<file path="src/rtl/spi_regfile_peripheral_if.sv">
// SPI pin bundle between an external controller (master) and the register-file peripheral (slave).
// CIPO_oe tells the pad logic when the peripheral is actually driving CIPO.
interface spi_regfile_peripheral_if;
   logic sCLK;
   logic nCS;
   logic COPI;
   logic CIPO;
   logic CIPO_oe;

   modport master (output sCLK, output nCS, output COPI, input CIPO, input CIPO_oe);
   modport slave  (input sCLK, input nCS, input COPI, output CIPO, output CIPO_oe);
endinterface

</file>
<file path="src/rtl/spi_regfile_peripheral.sv">
// SPI mode-0 peripheral exposing a small bank of control registers.
// Frame is rw, address, data (MSB first); all SPI pins are oversampled on clk.
module spi_regfile_peripheral #(
   parameter int NUM_REGS    = 5,
   parameter int ADDR_W      = 7,
   parameter int DATA_W      = 8,
   parameter int SYNC_STAGES = 2
) (
   input  logic                         clk,
   input  logic                         rst_n,
   spi_regfile_peripheral_if.slave      spi,
   output logic [NUM_REGS*DATA_W-1:0]   regs_flat,
   output logic                         wr_strobe,
   output logic [ADDR_W-1:0]            wr_addr,
   output logic                         frame_err,
   input  logic                         err_clr,
   output logic [1:0]                   fsm_state
);

   localparam int FRAME_LEN = 1 + ADDR_W + DATA_W;
   localparam int CNT_W     = $clog2(FRAME_LEN) + 1;
   localparam logic [CNT_W-1:0] LEN_C       = CNT_W'(FRAME_LEN);
   localparam logic [CNT_W-1:0] SAT_C       = CNT_W'(FRAME_LEN + 1);
   localparam logic [CNT_W-1:0] LAST_ADDR_C = CNT_W'(ADDR_W);
   localparam logic [CNT_W-1:0] LAST_DATA_C = CNT_W'(FRAME_LEN - 1);

   typedef enum logic [1:0] {S_IDLE, S_ADDR, S_DATA, S_END} state_t;

   state_t                   state;
   logic [CNT_W-1:0]         bit_cnt;
   logic                     rw;
   logic [ADDR_W-1:0]        addr;
   logic [DATA_W-1:0]        wr_data;
   logic [DATA_W-1:0]        rd_shift;
   logic                     cipo_q;
   logic                     cipo_oe_q;

   logic [SYNC_STAGES-1:0]   sclk_sync;
   logic [SYNC_STAGES-1:0]   ncs_sync;
   logic [SYNC_STAGES-1:0]   copi_sync;
   logic                     sclk_prev;
   logic                     ncs_prev;

   logic                     sclk_s;
   logic                     ncs_s;
   logic                     copi_s;
   logic                     sclk_rise;
   logic                     sclk_fall;
   logic                     ncs_rise;
   logic                     ncs_fall;
   logic [ADDR_W-1:0]        addr_shifted;
   logic [DATA_W-1:0]        rd_val;
   logic                     wr_hit;

   // One extra flop past the synchroniser gives the edge detector a stable previous sample.
   always_ff @(posedge clk) begin
      if (!rst_n) begin
         sclk_sync <= '0;
         ncs_sync  <= '1;
         copi_sync <= '0;
         sclk_prev <= 1'b0;
         ncs_prev  <= 1'b1;
      end else begin
         sclk_sync <= {sclk_sync[SYNC_STAGES-2:0], spi.sCLK};
         ncs_sync  <= {ncs_sync[SYNC_STAGES-2:0], spi.nCS};
         copi_sync <= {copi_sync[SYNC_STAGES-2:0], spi.COPI};
         sclk_prev <= sclk_sync[SYNC_STAGES-1];
         ncs_prev  <= ncs_sync[SYNC_STAGES-1];
      end
   end

   assign sclk_s       = sclk_sync[SYNC_STAGES-1];
   assign ncs_s        = ncs_sync[SYNC_STAGES-1];
   assign copi_s       = copi_sync[SYNC_STAGES-1];
   assign sclk_rise    = sclk_s & ~sclk_prev;
   assign sclk_fall    = ~sclk_s & sclk_prev;
   assign ncs_rise     = ncs_s & ~ncs_prev;
   assign ncs_fall     = ~ncs_s & ncs_prev;
   assign addr_shifted = {addr[ADDR_W-2:0], copi_s};

   // Out-of-range addresses read as zero and never hit on write.
   always_comb begin
      rd_val = '0;
      wr_hit = 1'b0;
      for (int i = 0; i < NUM_REGS; i++) begin
         if (addr_shifted == ADDR_W'(i)) rd_val = regs_flat[i*DATA_W +: DATA_W];
         if (addr == ADDR_W'(i)) wr_hit = 1'b1;
      end
   end

   always_ff @(posedge clk) begin
      if (!rst_n) begin
         state     <= S_IDLE;
         bit_cnt   <= '0;
         rw        <= 1'b0;
         addr      <= '0;
         wr_data   <= '0;
         rd_shift  <= '0;
         cipo_q    <= 1'b0;
         cipo_oe_q <= 1'b0;
         regs_flat <= '0;
         wr_strobe <= 1'b0;
         wr_addr   <= '0;
         frame_err <= 1'b0;
      end else begin
         wr_strobe <= 1'b0;
         if (ncs_rise) begin
            // Frame end wins over any sCLK edge seen in the same cycle.
            if (state != S_IDLE) begin
               if (bit_cnt == LEN_C) begin
                  if (rw && wr_hit) begin
                     for (int i = 0; i < NUM_REGS; i++) begin
                        if (addr == ADDR_W'(i)) regs_flat[i*DATA_W +: DATA_W] <= wr_data;
                     end
                     wr_addr   <= addr;
                     wr_strobe <= 1'b1;
                  end
               end else begin
                  frame_err <= 1'b1;
               end
            end
            state     <= S_IDLE;
            cipo_q    <= 1'b0;
            cipo_oe_q <= 1'b0;
         end else if (ncs_fall) begin
            state    <= S_ADDR;
            bit_cnt  <= '0;
            rw       <= 1'b0;
            addr     <= '0;
            wr_data  <= '0;
            rd_shift <= '0;
         end else if (state != S_IDLE) begin
            if (sclk_rise) begin
               if (bit_cnt != SAT_C) bit_cnt <= bit_cnt + 1'b1;
               case (state)
                  S_ADDR: begin
                     if (bit_cnt == '0) begin
                        rw <= copi_s;
                     end else begin
                        addr <= addr_shifted;
                        if (bit_cnt == LAST_ADDR_C) begin
                           state <= S_DATA;
                           if (!rw) rd_shift <= rd_val;
                        end
                     end
                  end
                  S_DATA: begin
                     if (rw) wr_data <= {wr_data[DATA_W-2:0], copi_s};
                     if (bit_cnt == LAST_DATA_C) state <= S_END;
                  end
                  default: ;
               endcase
            end else if (sclk_fall && state == S_DATA && !rw) begin
               cipo_q    <= rd_shift[DATA_W-1];
               rd_shift  <= {rd_shift[DATA_W-2:0], 1'b0};
               cipo_oe_q <= 1'b1;
            end
         end
         if (err_clr) frame_err <= 1'b0;
      end
   end

   assign spi.CIPO    = cipo_q;
   assign spi.CIPO_oe = cipo_oe_q;
   assign fsm_state   = state;

endmodule

</file>
<file path="src/flat_wrapper.sv">
// flat-port wrapper written by rule: the top's interface ports become plain ports
module spi_regfile_peripheral_flat 
#(
   parameter int NUM_REGS    = 5,
   parameter int ADDR_W      = 7,
   parameter int DATA_W      = 8,
   parameter int SYNC_STAGES = 2
)
  (clk, rst_n, regs_flat, wr_strobe, wr_addr, frame_err, err_clr, fsm_state, spi_sCLK, spi_nCS, spi_COPI, spi_CIPO, spi_CIPO_oe);
  spi_regfile_peripheral_if spi_i ();
  input  logic clk;
  input  logic rst_n;
  output logic [NUM_REGS*DATA_W-1:0] regs_flat;
  output logic wr_strobe;
  output logic [ADDR_W-1:0] wr_addr;
  output logic frame_err;
  input  logic err_clr;
  output logic [1:0] fsm_state;
  input wire logic [$bits(spi_i.sCLK)-1:0] spi_sCLK;
  input wire logic [$bits(spi_i.nCS)-1:0] spi_nCS;
  input wire logic [$bits(spi_i.COPI)-1:0] spi_COPI;
  output wire logic [$bits(spi_i.CIPO)-1:0] spi_CIPO;
  output wire logic [$bits(spi_i.CIPO_oe)-1:0] spi_CIPO_oe;
  assign spi_i.sCLK = spi_sCLK;
  assign spi_i.nCS = spi_nCS;
  assign spi_i.COPI = spi_COPI;
  assign spi_CIPO = spi_i.CIPO;
  assign spi_CIPO_oe = spi_i.CIPO_oe;
  spi_regfile_peripheral #(.NUM_REGS(NUM_REGS), .ADDR_W(ADDR_W), .DATA_W(DATA_W), .SYNC_STAGES(SYNC_STAGES)) u_core (.clk(clk), .rst_n(rst_n), .spi(spi_i), .regs_flat(regs_flat), .wr_strobe(wr_strobe), .wr_addr(wr_addr), .frame_err(frame_err), .err_clr(err_clr), .fsm_state(fsm_state));
endmodule
</file>
<file path="config.mk">
export PLATFORM = sky130hd
export DESIGN_NAME = spi_regfile_peripheral_flat
export DESIGN_NICKNAME = d
export VERILOG_FILES = /design/src/rtl/spi_regfile_peripheral_if.sv /design/src/rtl/spi_regfile_peripheral.sv /design/src/flat_wrapper.sv
export SDC_FILE = /design/constraint.sdc
export NUM_CORES = 1
export LEC_CHECK = 0
export CORE_ASPECT_RATIO = 1.5
export CORE_MARGIN = 5
export CORE_UTILIZATION = 42
export DETAILED_ROUTE_END_ITERATION = 10
export HOLD_SLACK_MARGIN = 0.1
export PLACE_DENSITY = 0.62
export SLEW_MARGIN = 0
export SYNTH_ARGS = -nofsm -noshare
export SYNTH_HDL_FRONTEND = slang
export SYNTH_SLANG_ARGS = --single-unit
</file>
<file path="constraint.sdc">
create_clock -name clk -period 2.85 [get_ports clk]
set_clock_uncertainty 0.1 [all_clocks]
set_input_delay 0.285 -clock clk [delete_from_list [all_inputs] [get_ports clk]]
set_output_delay 0.285 -clock clk [all_outputs]
set_load 0.02 [all_outputs]
</file>
==> results of run 1 <==
-- synth_stat cells, drive strengths merged (2+ instances only) --
| library cell | n | share of area [%] |
|---|---|---|
| or3 | 2 | 0.33 |
| ha | 7 | 2.3 |
| nand3 | 37 | 4.9 |
| and3 | 8 | 1.3 |
| nand2 | 26 | 2.6 |
| maj3 | 2 | 0.56 |
| clkbuf | 17 | 1.7 |
| or2 | 2 | 0.33 |
| nor2 | 36 | 3.6 |
| nand4bb | 2 | 0.59 |
| a31oi | 3 | 0.49 |
| o221ai | 6 | 1.4 |
| nor3 | 7 | 1.1 |
| dfxtp | 90 | 47 |
| or3b | 2 | 0.46 |
| o22ai | 5 | 0.82 |
| nand2b | 9 | 1.5 |
| a21oi | 10 | 1.3 |
| mux2i | 33 | 8.7 |
| and2 | 6 | 0.99 |
| buf | 11 | 1.3 |
| o21ai | 61 | 8.0 |
| inv | 9 | 0.89 |
| nand4 | 14 | 2.3 |
| nand3b | 3 | 0.69 |
-- kinds of logic after synthesis --
group,Yosys count,synth area share [%]
buf+inv,37,3.91
fa+ha+maj,9,2.86
mux,33,8.68
compound gates,94,14.2
flops,90,47.4
simple gates,162,23.0
-- where the power goes --
group | switching, W | total (W) | internal, W | leakage (nW)
combinational | 0.0000615 | 0.0000957 | 0.0000342 | 0.844
clock | 0.000470 | 0.00137 | 0.000900 | 0.172
sequential | 0.0000101 | 0.00128 | 0.00127 | 0.727
total | 0.000542 | 0.00274 | 0.00220 | 1.74
-- registers in the layout (all words and copies together), names as in the netlist --
signal,count
u_core.spi.CIPO,1
u_core.frame_err,1
u_core.spi.CIPO_oe,1
u_core.rw,1
u_core.copi_sync,2
u_core.sclk_prev,1
u_core.wr_addr,7
u_core.wr_data,8
u_core.regs_flat,40
u_core.ncs_sync,2
u_core.fsm_state,2
u_core.rd_shift,8
u_core.sclk_sync,2
u_core.ncs_prev,1
u_core.wr_strobe,1
u_core.addr,7
u_core.bit_cnt,5
-- worst paths after layout --
path	endpoint	cells after the start	slack (ps)
worst max-delay path	u_core.regs_flat[1]	7	250
worst min register to register	u_core.ncs_sync[1]	1	310
worst max register to register	u_core.regs_flat[1]	7	250
worst min-delay path	u_core.ncs_sync[1]	2	180
-- stage by stage --
step | worst slack [ps] | hold WS, ps
after global routing | 93.0 | 202
final | 252 | 181
after detailed placement | 264 | 292
after CTS | 269 | 173
after global placement | 340 | 303
after floorplan | 370 | 262
-- worst max-delay path, cell delays in order, from the launching register on --
cell     delay, ps
dfxtp_1        370
inv_1           80
ha_1           270
or3b_2         510
nor3_1         310
and3b_1        550
mux2i_1        250
nor2_1          50
-- final cells by class --
cell class / instances / area (um2)
fill: 828 / 3990
multi-input combinational: 298 / 1850
sequential: 90 / 1800
timing repair buffer: 69 / 658
clock buffer: 11 / 253
tap: 110 / 138
clock inverter: 4 / 98.8
inverter: 9 / 33.8
-- per-layer routing --
metal	GRT usage (%)	part of all wire, %	vias up
met3	3.96	3.4	17
li1	-	-	1635
met5	0	0	-
met4	9.30	2.5	0
met1	24.1	43	1540
met2	33.1	51	72
==> results.sh, run 1 <==
export IMPL_synthesis_nets=438
export IMPL_ioPinCount=59
export IMPL_avgSynthCellArea_um2=8.95
export IMPL_nets=490
export IMPL_dpl_hpwl_um=7360
export IMPL_reg2reg_from="u_core.fsm_state[0]"
export IMPL_cts_buffer_depth=2
export IMPL_crit_arrival_ps=2730
export IMPL_rsz0062_at_grt="false"
export IMPL_p_leak_nw=1.74
export IMPL_grt_pass1_vias=3289
export IMPL_ctsResizeCount=0
export IMPL_grt_pass1_wl_um=17000
export IMPL_port_buffers=58
export IMPL_core_area_um2=8830
export IMPL_power_w=0.00274
export IMPL_dpl_cell_count=576
export IMPL_final_common_cell="dfxtp_1"
export IMPL_synth_async_sr_flop_share_pct=0
export IMPL_synth_edf_count=0
export IMPL_initial_utilization_pct=43.1
export IMPL_synth_seq_cells=90
export IMPL_run_status="finished clean"
export IMPL_postCtsHoldBufs=0
export IMPL_worstMarginPinSlew_ps=680
export IMPL_dieArea_um2=11100
export IMPL_diodes=0
export IMPL_die_w_um=87.7
export IMPL_syn_to_final_growth_pct=27.1
export IMPL_wirelength_um=10300
export IMPL_crit_type="reg2reg"
export IMPL_grtUsageTotal_pct=19.9
export IMPL_clock_sinks=90
export IMPL_layout_drive_gt1_share_pct=7.69
export IMPL_post_cts_setup_buffer_count=0
export IMPL_layout_min_cycle_time_ps=2600
export IMPL_slew_viol_final=0
export IMPL_final_setup_tns_ps=0
export IMPL_final_util_pct=54.8
export IMPL_fin_cells=591
export IMPL_period_share_pct=91.2
export IMPL_postLayoutCellArea_um2=4840
export IMPL_grt_max_degree=41
export IMPL_max_slew_margin_rel_pct=54.6
export IMPL_endpoint_kind="register"
export IMPL_min_from="rst_n"
export IMPL_path_max_fanout=8
export IMPL_drc=0
export IMPL_drv_cap=0
export IMPL_netlist_area_um2=3800
export IMPL_layout_common_cells="dfxtp_1 (90), clkdlybuf4s50_1 (57), o21ai_0 (42)"
export IMPL_drt_iter0_markers=225
export IMPL_die_y_um=127
export IMPL_powerDensity_nw_per_um2=567
export IMPL_vias_per_cell=5.52
export IMPL_path_clk_slew_ps=60
export IMPL_antenna_left=0
export IMPL_routedWlPerCell_um=17.4
export IMPL_cts_root_buf="clkbuf_16"
export IMPL_routabilityCongestion=0.798
export IMPL_ys_flop_type="dfxtp_1"
export IMPL_first_pass_iters=4
export IMPL_netlist_instances=425
export IMPL_clock_fmax_ghz=0.385
export IMPL_numCtsBuffers=9
export IMPL_startpoint="u_core.fsm_state[0]"
export IMPL_ir_drop_v=0.000338
export IMPL_ys_seq_area_share_pct=47.4
export IMPL_dpl_instance_area_um2=4490
export IMPL_setup_viol=0
export IMPL_num_vias=3264
export IMPL_rows=42
export IMPL_required_ps=2980
export IMPL_synth_cell_types=47
export IMPL_tritoncts="yes"
export IMPL_htree_num_levels=3
export IMPL_critPathLaunchType="register"
export IMPL_hold_violations=0
export IMPL_antenna_found_initial=0
export IMPL_clock_latency_ps=340
export IMPL_yosysWarnings=0
export IMPL_worstHoldPathType="in2reg"
export IMPL_overflow=0
No activity file was read; power rests on OpenSTA's default activity.
==> run 2, diff against run 1 <==
- CORE_UTILIZATION: 42 -> 40
- PLACE_DENSITY: 0.62 -> 0.59
==> run 2 against run 1 <==
Compared with the run above:
- power shrank 4.9%
- worst setup slack gained 81 ps
- clock-buffer cell count is the same
- design area shrank 0.44%
- clock power shrank 9%
- critical endpoint is now u_core.bit_cnt[2]
- sequential cell count is the same
- critical path type unchanged
- cell count grew 0.34%
- critical path depth is the same
==> results.sh, run 2 (synthesized netlist as in run 1, its figures left out) <==
export IMPL_run_status="finished clean"
export IMPL_die_y_um=129
export IMPL_ctsResizeCount=0
export IMPL_clock_sinks=90
export IMPL_largest_reg_flops=40
export IMPL_powerDensity_nw_per_um2=542
export IMPL_htree_num_levels=3
export IMPL_core_area_um2=9250
export IMPL_vias_per_cell=5.58
export IMPL_p_clk_share_pct=47.3
export IMPL_slew_viol_final=0
export IMPL_pwr_share_seq_pct=48.9
export IMPL_worstHoldPathType="in2reg"
export IMPL_post_cts_setup_buffer_count=0
export IMPL_critPathLaunchType="register"
export IMPL_routabilityCongestion=0.767
export IMPL_grtUsageTotal_pct=18.7
export IMPL_required_ps=3020
export IMPL_wirelength_um=10200
export IMPL_seqCellArea_um2=1800
export IMPL_max_slew_margin_rel_pct=71.5
export IMPL_endpoint_kind="register"
export IMPL_setup_viol=0
export IMPL_regMostFlops="u_core.regs_flat"
export IMPL_postCtsHoldBufs=0
export IMPL_cts_root_buf="clkbuf_16"
export IMPL_layout_common_cells="dfxtp_1 (90), clkdlybuf4s50_1 (57), o21ai_0 (42)"
export IMPL_p_switching_w=0.000526
export IMPL_cts_buffer_depth=2
export IMPL_initial_utilization_pct=41.1
export IMPL_final_common_cell="dfxtp_1"
export IMPL_path_max_fanout=8
export IMPL_multi_input_area_um2=1850
export IMPL_p_leak_nw=1.73
export IMPL_syn_to_final_growth_pct=26.6
export IMPL_rows=43
export IMPL_layout_drive_gt1_share_pct=7.48
export IMPL_dieArea_um2=11600
export IMPL_postLayoutCellArea_um2=4820
export IMPL_grt_pass1_wl_um=16700
export IMPL_drc=0
export IMPL_ir_drop_v=0.000366
export IMPL_port_buffers=58
export IMPL_period_share_pct=88.3
export IMPL_grt_max_degree=72
export IMPL_ioPinCount=59
export IMPL_regToRegSetupSlack_ps=330
export IMPL_reg_largest_list="u_core.regs_flat (40), u_core.rd_shift (8), u_core.wr_data (8)"
export IMPL_crit_arrival_ps=2690
export IMPL_layout_min_cycle_time_ps=2520
export IMPL_tritoncts="yes"
export IMPL_rsz0062_at_grt="false"
export IMPL_crit_type="reg2reg"
export IMPL_routedWlPerCell_um=17.2
export IMPL_clock_latency_ps=340
export IMPL_clock_fmax_ghz=0.397
export IMPL_grt_pass1_vias=3298
export IMPL_switching_share_pct=20.2
export IMPL_overflow=0
export IMPL_num_vias=3309
export IMPL_antenna_found_initial=0
export IMPL_diodes=0
export IMPL_dpl_instance_area_um2=4510
export IMPL_numCtsBuffers=9
export IMPL_drt_iter0_markers=192
export IMPL_hold_violations=0
export IMPL_fill_cells=892
export IMPL_p_comb_share_pct=3.8
export IMPL_die_w_um=89.6
export IMPL_path_clk_slew_ps=60
export IMPL_first_pass_iters=4
export IMPL_drv_cap=0
export IMPL_nets=491
export IMPL_final_setup_tns_ps=0
export IMPL_antenna_left=0
export IMPL_p_int_w=0.00208
export IMPL_worstMarginPinSlew_ps=421
export IMPL_dpl_hpwl_um=7380
## run 2: final cells by class
class | instances | share of cell area [%]
inverter | 9 | 0.701
sequential | 90 | 37.4
clock buffer | 11 | 5.04
clock inverter | 3 | 1.35
tap | 112 | 2.91
timing repair buffer | 70 | 14.1
multi-input combinational | 298 | 38.5
## run 2: routing by layer
layer / track usage [%] / vias to the layer above / wire length (um)
met2: 31.3 / 74 / 5320
met1: 22.7 / 1576 / 4240
li1: - / 1639 / -
met3: 3.56 / 20 / 353
met5: 0 / - / 0
met4: 8.68 / 0 / 258
## run 2: worst paths after layout
| path | start | end | cells past startpoint |
|---|---|---|---|
| max | u_core.fsm_state[0] | u_core.bit_cnt[2] | 7 |
| min | rst_n | u_core.ncs_sync[0] | 2 |
| max reg2reg | u_core.fsm_state[0] | u_core.bit_cnt[2] | 7 |
| min reg2reg | u_core.ncs_sync[0] | u_core.ncs_sync[1] | 1 |
## run 2: worst max-delay path, cell delays in order, from the launching register on
cell	delay (ps)
dfxtp_1	370
inv_1	80
ha_1	260
or3b_2	480
maj3_2	390
a41o_1	300
or3_1	340
a21oi_1	150
## run 2: power by group through the flow
stage          registers, W  clock network, W  logic [W]
2_1_floorplan       0.00130                 0  0.0000659
3_3_place_gp        0.00130                 0  0.0000992
3_5_place_dp        0.00130                 0  0.0000995
4_1_cts             0.00128           0.00126  0.0000999
5_1_grt             0.00128           0.00130   0.000110
6_report            0.00128           0.00124  0.0000992
## run 2: through the flow
step	worst slack, ps	utilization (%)	total power, W	hold slack (ps)	std cells
floorplan	370	-	0.00137	262	425
global placement	350	48.7	0.00140	305	579
detailed placement	345	48.7	0.00140	310	579
CTS	335	52.0	0.00264	167	593
global route	162	52.0	0.00269	213	593
finish	333	52.0	0.00261	175	593
